$ cat src/rtl/pc_unit_if.sv
// Fetch-stage program-counter bus: control inputs from decode/hazard logic and the
// fetch address outputs returned by pc_unit.
interface pc_unit_if #(
  parameter int unsigned WIDTH = 32
);
  logic             stall;
  logic             redirect_valid;
  logic [WIDTH-1:0] redirect_addr;
  logic             exc_valid;
  logic             call;
  logic             ret;
  logic [WIDTH-1:0] pc_result;
  logic             pc_valid;
  logic [WIDTH-1:0] pc_plus_inc_c;
  logic             redirect_pending;
  logic             ras_empty;

  modport master (
    output stall, redirect_valid, redirect_addr, exc_valid, call, ret,
    input  pc_result, pc_valid, pc_plus_inc_c, redirect_pending, ras_empty
  );

  modport slave (
    input  stall, redirect_valid, redirect_addr, exc_valid, call, ret,
    output pc_result, pc_valid, pc_plus_inc_c, redirect_pending, ras_empty
  );
endinterface

$ cat src/rtl/pc_unit.sv
// Fetch program counter with exception/redirect priority and a stall-safe deferred redirect.
// Optional return-address stack is built when PC_RAS_EN is defined.
module pc_unit #(
  parameter int unsigned      WIDTH      = 32,
  parameter logic [WIDTH-1:0] RESET_ADDR = '0,
  parameter int unsigned      INC        = 4,
  parameter logic [31:0]      EXC_VECTOR = 32'h0000_0180,
  parameter int unsigned      RAS_DEPTH  = 4
) (
  input logic       i_clk,
  input logic       i_rst_n,
  pc_unit_if.slave  io_pc
);

  localparam logic [WIDTH-1:0] INC_W      = WIDTH'(INC);
  localparam logic [WIDTH-1:0] ALIGN_MASK = ~WIDTH'(INC - 1);
  localparam logic [WIDTH-1:0] EXC_ADDR   = WIDTH'(EXC_VECTOR);

  // S_OFF: first edge after reset, fetch address not yet valid
  typedef enum logic [1:0] {
    S_OFF  = 2'd0,
    S_RUN  = 2'd1,
    S_PEND = 2'd2
  } state_t;

  state_t           r_state;
  state_t           w_state_nxt;
  logic [WIDTH-1:0] r_pc;
  logic             r_pc_valid;
  logic             r_pending;
  logic [WIDTH-1:0] r_pend_addr;
  logic [WIDTH-1:0] w_pc_nxt;
  logic [WIDTH-1:0] w_pend_nxt;
  logic [WIDTH-1:0] w_pc_inc;
  logic [WIDTH-1:0] w_redir_aligned;
  logic [WIDTH-1:0] w_ras_top;
  logic             w_call;
  logic             w_ras_hit;
  logic             w_push;
  logic             w_pop;

  assign w_pc_inc        = r_pc + INC_W;
  assign w_redir_aligned = io_pc.redirect_addr & ALIGN_MASK;

  // State register
  always_ff @(posedge i_clk or negedge i_rst_n) begin
    if (!i_rst_n) begin
      r_state <= S_OFF;
    end else begin
      r_state <= w_state_nxt;
    end
  end

  // Next-state: tracks valid/pending-redirect status
  always_comb begin
    w_state_nxt = r_state;
    case (r_state)
      S_OFF: w_state_nxt = S_RUN;
      S_RUN, S_PEND: begin
        if (io_pc.exc_valid) begin
          w_state_nxt = S_RUN;
        end else if (io_pc.redirect_valid && !io_pc.stall) begin
          w_state_nxt = S_RUN;
        end else if (io_pc.redirect_valid) begin
          w_state_nxt = S_PEND;
        end else if (io_pc.stall) begin
          w_state_nxt = r_state;
        end else begin
          w_state_nxt = S_RUN;
        end
      end
      default: w_state_nxt = S_OFF;
    endcase
  end

  // Output/datapath: next PC, pending address and stack operations
  always_comb begin
    w_pc_nxt   = r_pc;
    w_pend_nxt = r_pend_addr;
    w_push     = 1'b0;
    w_pop      = 1'b0;
    if (r_state == S_RUN || r_state == S_PEND) begin
      if (io_pc.exc_valid) begin
        w_pc_nxt = EXC_ADDR;
      end else if (io_pc.redirect_valid && !io_pc.stall) begin
        w_pc_nxt = w_redir_aligned;
      end else if (io_pc.redirect_valid) begin
        w_pend_nxt = w_redir_aligned;
      end else if (io_pc.stall) begin
        w_pc_nxt = r_pc;
      end else if (r_state == S_PEND) begin
        w_pc_nxt = r_pend_addr & ALIGN_MASK;
        w_push   = w_call;
      end else if (w_ras_hit) begin
        w_pc_nxt = w_ras_top;
        w_pop    = 1'b1;
        w_push   = w_call;
      end else begin
        w_pc_nxt = w_pc_inc;
        w_push   = w_call;
      end
    end
  end

  always_ff @(posedge i_clk or negedge i_rst_n) begin
    if (!i_rst_n) begin
      r_pc        <= RESET_ADDR;
      r_pc_valid  <= 1'b0;
      r_pending   <= 1'b0;
      r_pend_addr <= '0;
    end else begin
      r_pc        <= w_pc_nxt;
      r_pc_valid  <= (w_state_nxt != S_OFF);
      r_pending   <= (w_state_nxt == S_PEND);
      r_pend_addr <= w_pend_nxt;
    end
  end

  assign io_pc.pc_result        = r_pc;
  assign io_pc.pc_valid         = r_pc_valid;
  assign io_pc.pc_plus_inc_c    = w_pc_inc;
  assign io_pc.redirect_pending = r_pending;

`ifdef PC_RAS_EN
  localparam int unsigned PTR_W = $clog2(RAS_DEPTH);
  localparam int unsigned CNT_W = $clog2(RAS_DEPTH + 1);

  logic [WIDTH-1:0] r_ras_mem [RAS_DEPTH];
  logic [PTR_W-1:0] r_ras_wptr;
  logic [CNT_W-1:0] r_ras_cnt;
  logic             r_ras_empty;
  logic [PTR_W-1:0] w_top_idx;
  logic [PTR_W-1:0] w_next_idx;
  logic [PTR_W-1:0] w_wr_idx;
  logic [PTR_W-1:0] w_wptr_nxt;
  logic [CNT_W-1:0] w_cnt_nxt;

  assign w_call    = io_pc.call;
  assign w_ras_hit = io_pc.ret && !r_ras_empty;

  // Circular stack: wptr is the next free slot, the entry below it is the top
  assign w_top_idx  = (r_ras_wptr == '0) ? PTR_W'(RAS_DEPTH - 1) : r_ras_wptr - PTR_W'(1);
  assign w_next_idx = (r_ras_wptr == PTR_W'(RAS_DEPTH - 1)) ? '0 : r_ras_wptr + PTR_W'(1);
  assign w_ras_top  = r_ras_mem[w_top_idx];

  always_comb begin
    w_wptr_nxt = r_ras_wptr;
    w_cnt_nxt  = r_ras_cnt;
    w_wr_idx   = r_ras_wptr;
    if (w_push && w_pop) begin
      w_wr_idx = w_top_idx;
    end else if (w_push) begin
      w_wptr_nxt = w_next_idx;
      if (r_ras_cnt != CNT_W'(RAS_DEPTH)) begin
        w_cnt_nxt = r_ras_cnt + CNT_W'(1);
      end
    end else if (w_pop) begin
      w_wptr_nxt = w_top_idx;
      w_cnt_nxt  = r_ras_cnt - CNT_W'(1);
    end
  end

  always_ff @(posedge i_clk or negedge i_rst_n) begin
    if (!i_rst_n) begin
      r_ras_wptr  <= '0;
      r_ras_cnt   <= '0;
      r_ras_empty <= 1'b1;
    end else begin
      r_ras_wptr  <= w_wptr_nxt;
      r_ras_cnt   <= w_cnt_nxt;
      r_ras_empty <= (w_cnt_nxt == '0);
    end
  end

  // Stack storage needs no reset: the count gates every read
  always_ff @(posedge i_clk) begin
    if (w_push) begin
      r_ras_mem[w_wr_idx] <= w_pc_inc;
    end
  end

  assign io_pc.ras_empty = r_ras_empty;
`else
  logic w_unused_ras;

  assign w_call          = 1'b0;
  assign w_ras_hit       = 1'b0;
  assign w_ras_top       = '0;
  assign w_unused_ras    = &{1'b0, io_pc.call, io_pc.ret, w_push, w_pop};
  assign io_pc.ras_empty = 1'b1;
`endif

endmodule

$ cat src/flat_wrapper.sv
// flat-port wrapper written by rule: the top's interface ports become plain ports
module pc_unit_flat 
#(
  parameter int unsigned      WIDTH      = 32,
  parameter logic [WIDTH-1:0] RESET_ADDR = '0,
  parameter int unsigned      INC        = 4,
  parameter logic [31:0]      EXC_VECTOR = 32'h0000_0180,
  parameter int unsigned      RAS_DEPTH  = 4
)
  (i_clk, i_rst_n, io_pc_stall, io_pc_redirect_valid, io_pc_redirect_addr, io_pc_exc_valid, io_pc_call, io_pc_ret, io_pc_pc_result, io_pc_pc_valid, io_pc_pc_plus_inc_c, io_pc_redirect_pending, io_pc_ras_empty);
  pc_unit_if #(.WIDTH(WIDTH)) io_pc_i ();
  input logic i_clk;
  input logic i_rst_n;
  input wire logic [$bits(io_pc_i.stall)-1:0] io_pc_stall;
  input wire logic [$bits(io_pc_i.redirect_valid)-1:0] io_pc_redirect_valid;
  input wire logic [$bits(io_pc_i.redirect_addr)-1:0] io_pc_redirect_addr;
  input wire logic [$bits(io_pc_i.exc_valid)-1:0] io_pc_exc_valid;
  input wire logic [$bits(io_pc_i.call)-1:0] io_pc_call;
  input wire logic [$bits(io_pc_i.ret)-1:0] io_pc_ret;
  output wire logic [$bits(io_pc_i.pc_result)-1:0] io_pc_pc_result;
  output wire logic [$bits(io_pc_i.pc_valid)-1:0] io_pc_pc_valid;
  output wire logic [$bits(io_pc_i.pc_plus_inc_c)-1:0] io_pc_pc_plus_inc_c;
  output wire logic [$bits(io_pc_i.redirect_pending)-1:0] io_pc_redirect_pending;
  output wire logic [$bits(io_pc_i.ras_empty)-1:0] io_pc_ras_empty;
  assign io_pc_i.stall = io_pc_stall;
  assign io_pc_i.redirect_valid = io_pc_redirect_valid;
  assign io_pc_i.redirect_addr = io_pc_redirect_addr;
  assign io_pc_i.exc_valid = io_pc_exc_valid;
  assign io_pc_i.call = io_pc_call;
  assign io_pc_i.ret = io_pc_ret;
  assign io_pc_pc_result = io_pc_i.pc_result;
  assign io_pc_pc_valid = io_pc_i.pc_valid;
  assign io_pc_pc_plus_inc_c = io_pc_i.pc_plus_inc_c;
  assign io_pc_redirect_pending = io_pc_i.redirect_pending;
  assign io_pc_ras_empty = io_pc_i.ras_empty;
  pc_unit #(.WIDTH(WIDTH), .RESET_ADDR(RESET_ADDR), .INC(INC), .EXC_VECTOR(EXC_VECTOR), .RAS_DEPTH(RAS_DEPTH)) u_core (.i_clk(i_clk), .i_rst_n(i_rst_n), .io_pc(io_pc_i));
endmodule
$ cat config.mk
export PLATFORM = sky130hd
export DESIGN_NAME = pc_unit_flat
export DESIGN_NICKNAME = d
export VERILOG_FILES = /design/src/rtl/pc_unit_if.sv /design/src/rtl/pc_unit.sv /design/src/flat_wrapper.sv
export SDC_FILE = /design/constraint.sdc
export NUM_CORES = 1
export LEC_CHECK = 0
export CORE_UTILIZATION = 53
export DETAILED_ROUTE_END_ITERATION = 10
export GPL_TIMING_DRIVEN = 0
export PLACE_DENSITY = 0.87
export SLEW_MARGIN = 5
export SYNTH_ARGS = -nofsm -noshare
export SYNTH_HDL_FRONTEND = slang
export SYNTH_SLANG_ARGS = --single-unit
$ cat constraint.sdc
create_clock -name i_clk -period 4.07 [get_ports i_clk]
set_input_delay 0.6105 -clock i_clk [delete_from_list [all_inputs] [get_ports i_clk]]
set_output_delay 0.6105 -clock i_clk [all_outputs]
set_load 0.02 [all_outputs]
==> impl_metrics.json, run 1 <==
{
  "outcome": "finished, final reports clean",
  "critical_path.startpoint_type": "register",
  "fin_nets": 590,
  "power.share.clock_pct": 17.1,
  "ys_seq_elements": 64,
  "layout_setup_ws_ns": 0.361,
  "vias": 4105,
  "grt_pass1_wl_um": 20100,
  "wl_met1_um": 5330,
  "sw_frac_of_total_pct": 41.6,
  "path_class": "register to primary output",
  "power.internal_w": 0.00195,
  "arrival_ns": 3.10,
  "hold_viol_final": 0,
  "setup_viol": 0,
  "ir_drop_mv": 0.385,
  "cp_cell_sequence": "ha_1, nand3_1, nor4_2, nand2_1, nor2_1, xor2_1, clkdlybuf4s50_1",
  "end_kind": "primary output",
  "wl_met2_um": 6040,
  "power_switching_w": 0.00139,
  "diodes": 0,
  "fin_skew_ns": 0.00938,
  "clockBufferDepth": 2,
  "avgRoutedWirePerCell_um": 20.4,
  "clk_pin_slew_ns": 0.07,
  "antenna_found_initial": 0,
  "die_y_um": 89.1,
  "grtUsageTotal_pct": 35.1,
  "synth.distinct_cells": 60,
  "maxCapViolCount": 0,
  "cp_max_fo": 8,
  "critPathMaxStageDelay_ns": 0.62,
  "place_hpwl_um": 9470,
  "clk-insertion-delay-late_ns": 0.37,
  "grt_max_degree": 65,
  "synth-edff-count": 0,
  "io_pins": 106,
  "finalCoreUtilization_pct": 72.9,
  "crit_slowest_cell": "clkdlybuf4s50_1",
  "worst_pin_slew_ns": 1.04,
  "cts_resized": 0,
  "placedCellCount": 634,
  "drtIter0Drc": 468,
  "route.antenna.remaining_nets": 0,
  "synth_top_area_share_pct": 39.8,
  "cts_setup_buffers": 0,
  "core_mm2": 0.00729,
  "cts_made_buffers": 9,
  "min_period_over_period_pct": 91.1,
  "layout_common_cells": "clkdlybuf4s50_1 (95), dfrtp_1 (64), nand2_1 (33), mux2_2 (30), o21ai_0 (30)",
  "cts_sinks": 64,
  "met3_length_um": 1340,
  "via_per_inst": 6.32,
  "dr.pass1.iters": 5,
  "grt_pass1_vias": 3841,
  "power.share.combinational_pct": 48.4,
  "power.density_mw_per_mm2": 629,
  "final_area_mm2": 0.00531,
  "relSlewSlack_pct": 30.5,
  "worstPathRequired_ns": 3.46,
  "final_cells": 650,
  "initial_utilization_pct": 55.1,
  "setup_tns_ns": 0,
  "leakage_nw": 2.10,
  "dpl_cell_area_mm2": 0.00511,
  "wl_um": 13200,
  "h-tree-depth": 3,
  "yosys_warnings": 0,
  "async_reset_ff_share_pct": 100,
  "yosys.area.top_type": "dfrtp_1",
  "hp-class": "input pin to async pin",
  "rsz0062_at_grt": "no",
  "gp_congestion": 0.967,
  "dp_slack_ns": 0.782,
  "chipWidth_um": 89.1,
  "dieArea_mm2": 0.00794,
  "cts_tree": "done",
  "syn_to_final_growth_pct": 32.1,
  "placementRows": 31,
  "overflow": 0,
  "syn_area_mm2": 0.00402,
  "holdBufCountCts": 0,
  "yosysSeqAreaShare_pct": 39.8,
  "syn_inst": 436,
  "drive_gt1_share_pct": 11.4,
  "drc": 0,
  "pwr-share-seq_pct": 34.5,
  "cts_root_buffer": "clkbuf_8",
  "io_buffer_count": 96,
  "min_period_ns": 3.71,
  "synth_area_per_cell_um2": 9.22,
  "slew_viol_final": 0,
  "mostFrequentLayoutCell": "clkdlybuf4s50_1",
  "top_layer_used": "met4",
  "ys_top_cells_by_area": "dfrtp_1 (40%), mux2_2 (8.4%), xnor2_1 (4.1%)",
  "ys.flop_type": "dfrtp_1",
  "fmax_mhz": 270
}
## power by group through the flow
stage | sequential (W) | combinational, W | clock (W)
finish | 0.00115 | 0.00162 | 0.000573
global route | 0.00118 | 0.00173 | 0.000594
CTS | 0.00114 | 0.00161 | 0.000561
detailed placement | 0.00115 | 0.00160 | 0
global placement | 0.00113 | 0.00155 | 0
floorplan | 0.00121 | 0.000812 | 0
## area by class of cell
type                       count  area, um2
inverter                      14       52.6
fill                         571       1980
timing repair buffer          96        958
buffer                        35        153
clock buffer                  13        159
tap                           99        124
clock inverter                 3       40.0
sequential                    64       1600
multi-input combinational    326       2230
## worst max-delay path, delay by kind of cell, from the launching register on
kind / cells / cell delay (ns)
xor+xnor: 1 / 0.16
simple gates: 4 / 1.11
flops: 1 / 0.49
fa+ha+maj: 1 / 0.34
buf+inv: 1 / 0.62
## cells by family after synthesis
| logic type | after synthesis | share of synthesized area (%) |
|---|---|---|
| buf+inv | 49 | 5.10 |
| compound gates | 108 | 17.5 |
| mux | 33 | 9.15 |
| xor+xnor | 28 | 6.10 |
| flops | 64 | 39.8 |
| other cells | 2 | 0.187 |
| fa+ha+maj | 5 | 1.56 |
| simple gates | 147 | 20.6 |
## registers in the layout, summed over array words and instances (netlist names)
name	cells
u_core.r_pend_addr	30
u_core.io_pc.pc_valid	1
u_core.io_pc.pc_result	30
u_core.io_pc.redirect_pending	1
u_core.r_state	2
## worst paths after layout
check	cells after the start	endpoint	startpoint	slack (ns)
setup / recovery	7	io_pc_pc_plus_inc_c[20]	u_core.io_pc.pc_result[2]	0.36
hold / removal	1	u_core.r_pend_addr[4]	i_rst_n	0.34
setup reg to reg	7	u_core.io_pc.pc_result[21]	u_core.r_state[0]	0.89
hold reg to reg	1	u_core.r_pend_addr[20]	u_core.r_pend_addr[20]	0.50
max in group asynchronous	1	u_core.io_pc.pc_result[21]	i_rst_n	3.19
min in group i_clk	1	u_core.r_pend_addr[20]	u_core.r_pend_addr[20]	0.50
## synth_stat cells, types with 3 or more instances
cell type  instances
a21oi_1           28
a311oi_1           3
a32oi_1            3
and3_1             8
and4_1             5
buf_4              5
clkbuf_1          27
dfrtp_1           64
ha_1               5
inv_1             13
mux2_2            30
mux2i_1            3
nand2_1           33
nand2b_1           3
nand3_1           27
nand4_1            9
nor2_1            23
nor3_1            11
o211ai_1           7
o21ai_0           30
o2bb2ai_1          5
o311ai_0           3
o31ai_1            5
or3_1              8
or4_1              4
xnor2_1           19
xor2_1             9
## metrics by stage
step / hold WS [ns] / power (W)
after global placement: 0.480 / 0.00269
after global routing: 0.408 / 0.00351
after detailed placement: 0.488 / 0.00276
after floorplan: 0.315 / 0.00202
after CTS: 0.389 / 0.00331
final: 0.335 / 0.00334
## per-layer routing
layer / up-vias / global-route usage (%)
met1: 1938 / 46.7
met3: 46 / 9.51
met4: 0 / 16.5
met5: - / 0
met2: 300 / 53.6
li1: 1821 / -
Note: power is estimated with default switching activity, not from simulation.
==> run 2, diff against run 1 <==
--- a/config.mk
+++ b/config.mk
@@ -6,6 +6,7 @@
 export NUM_CORES = 1
 export LEC_CHECK = 0
 export CORE_UTILIZATION = 53
+export CTS_CLUSTER_SIZE = 16
 export DETAILED_ROUTE_END_ITERATION = 10
 export GPL_TIMING_DRIVEN = 0
 export PLACE_DENSITY = 0.87
==> results of run 2 <==
The final DEF is identical to that of run 1; final timing and power are the same.
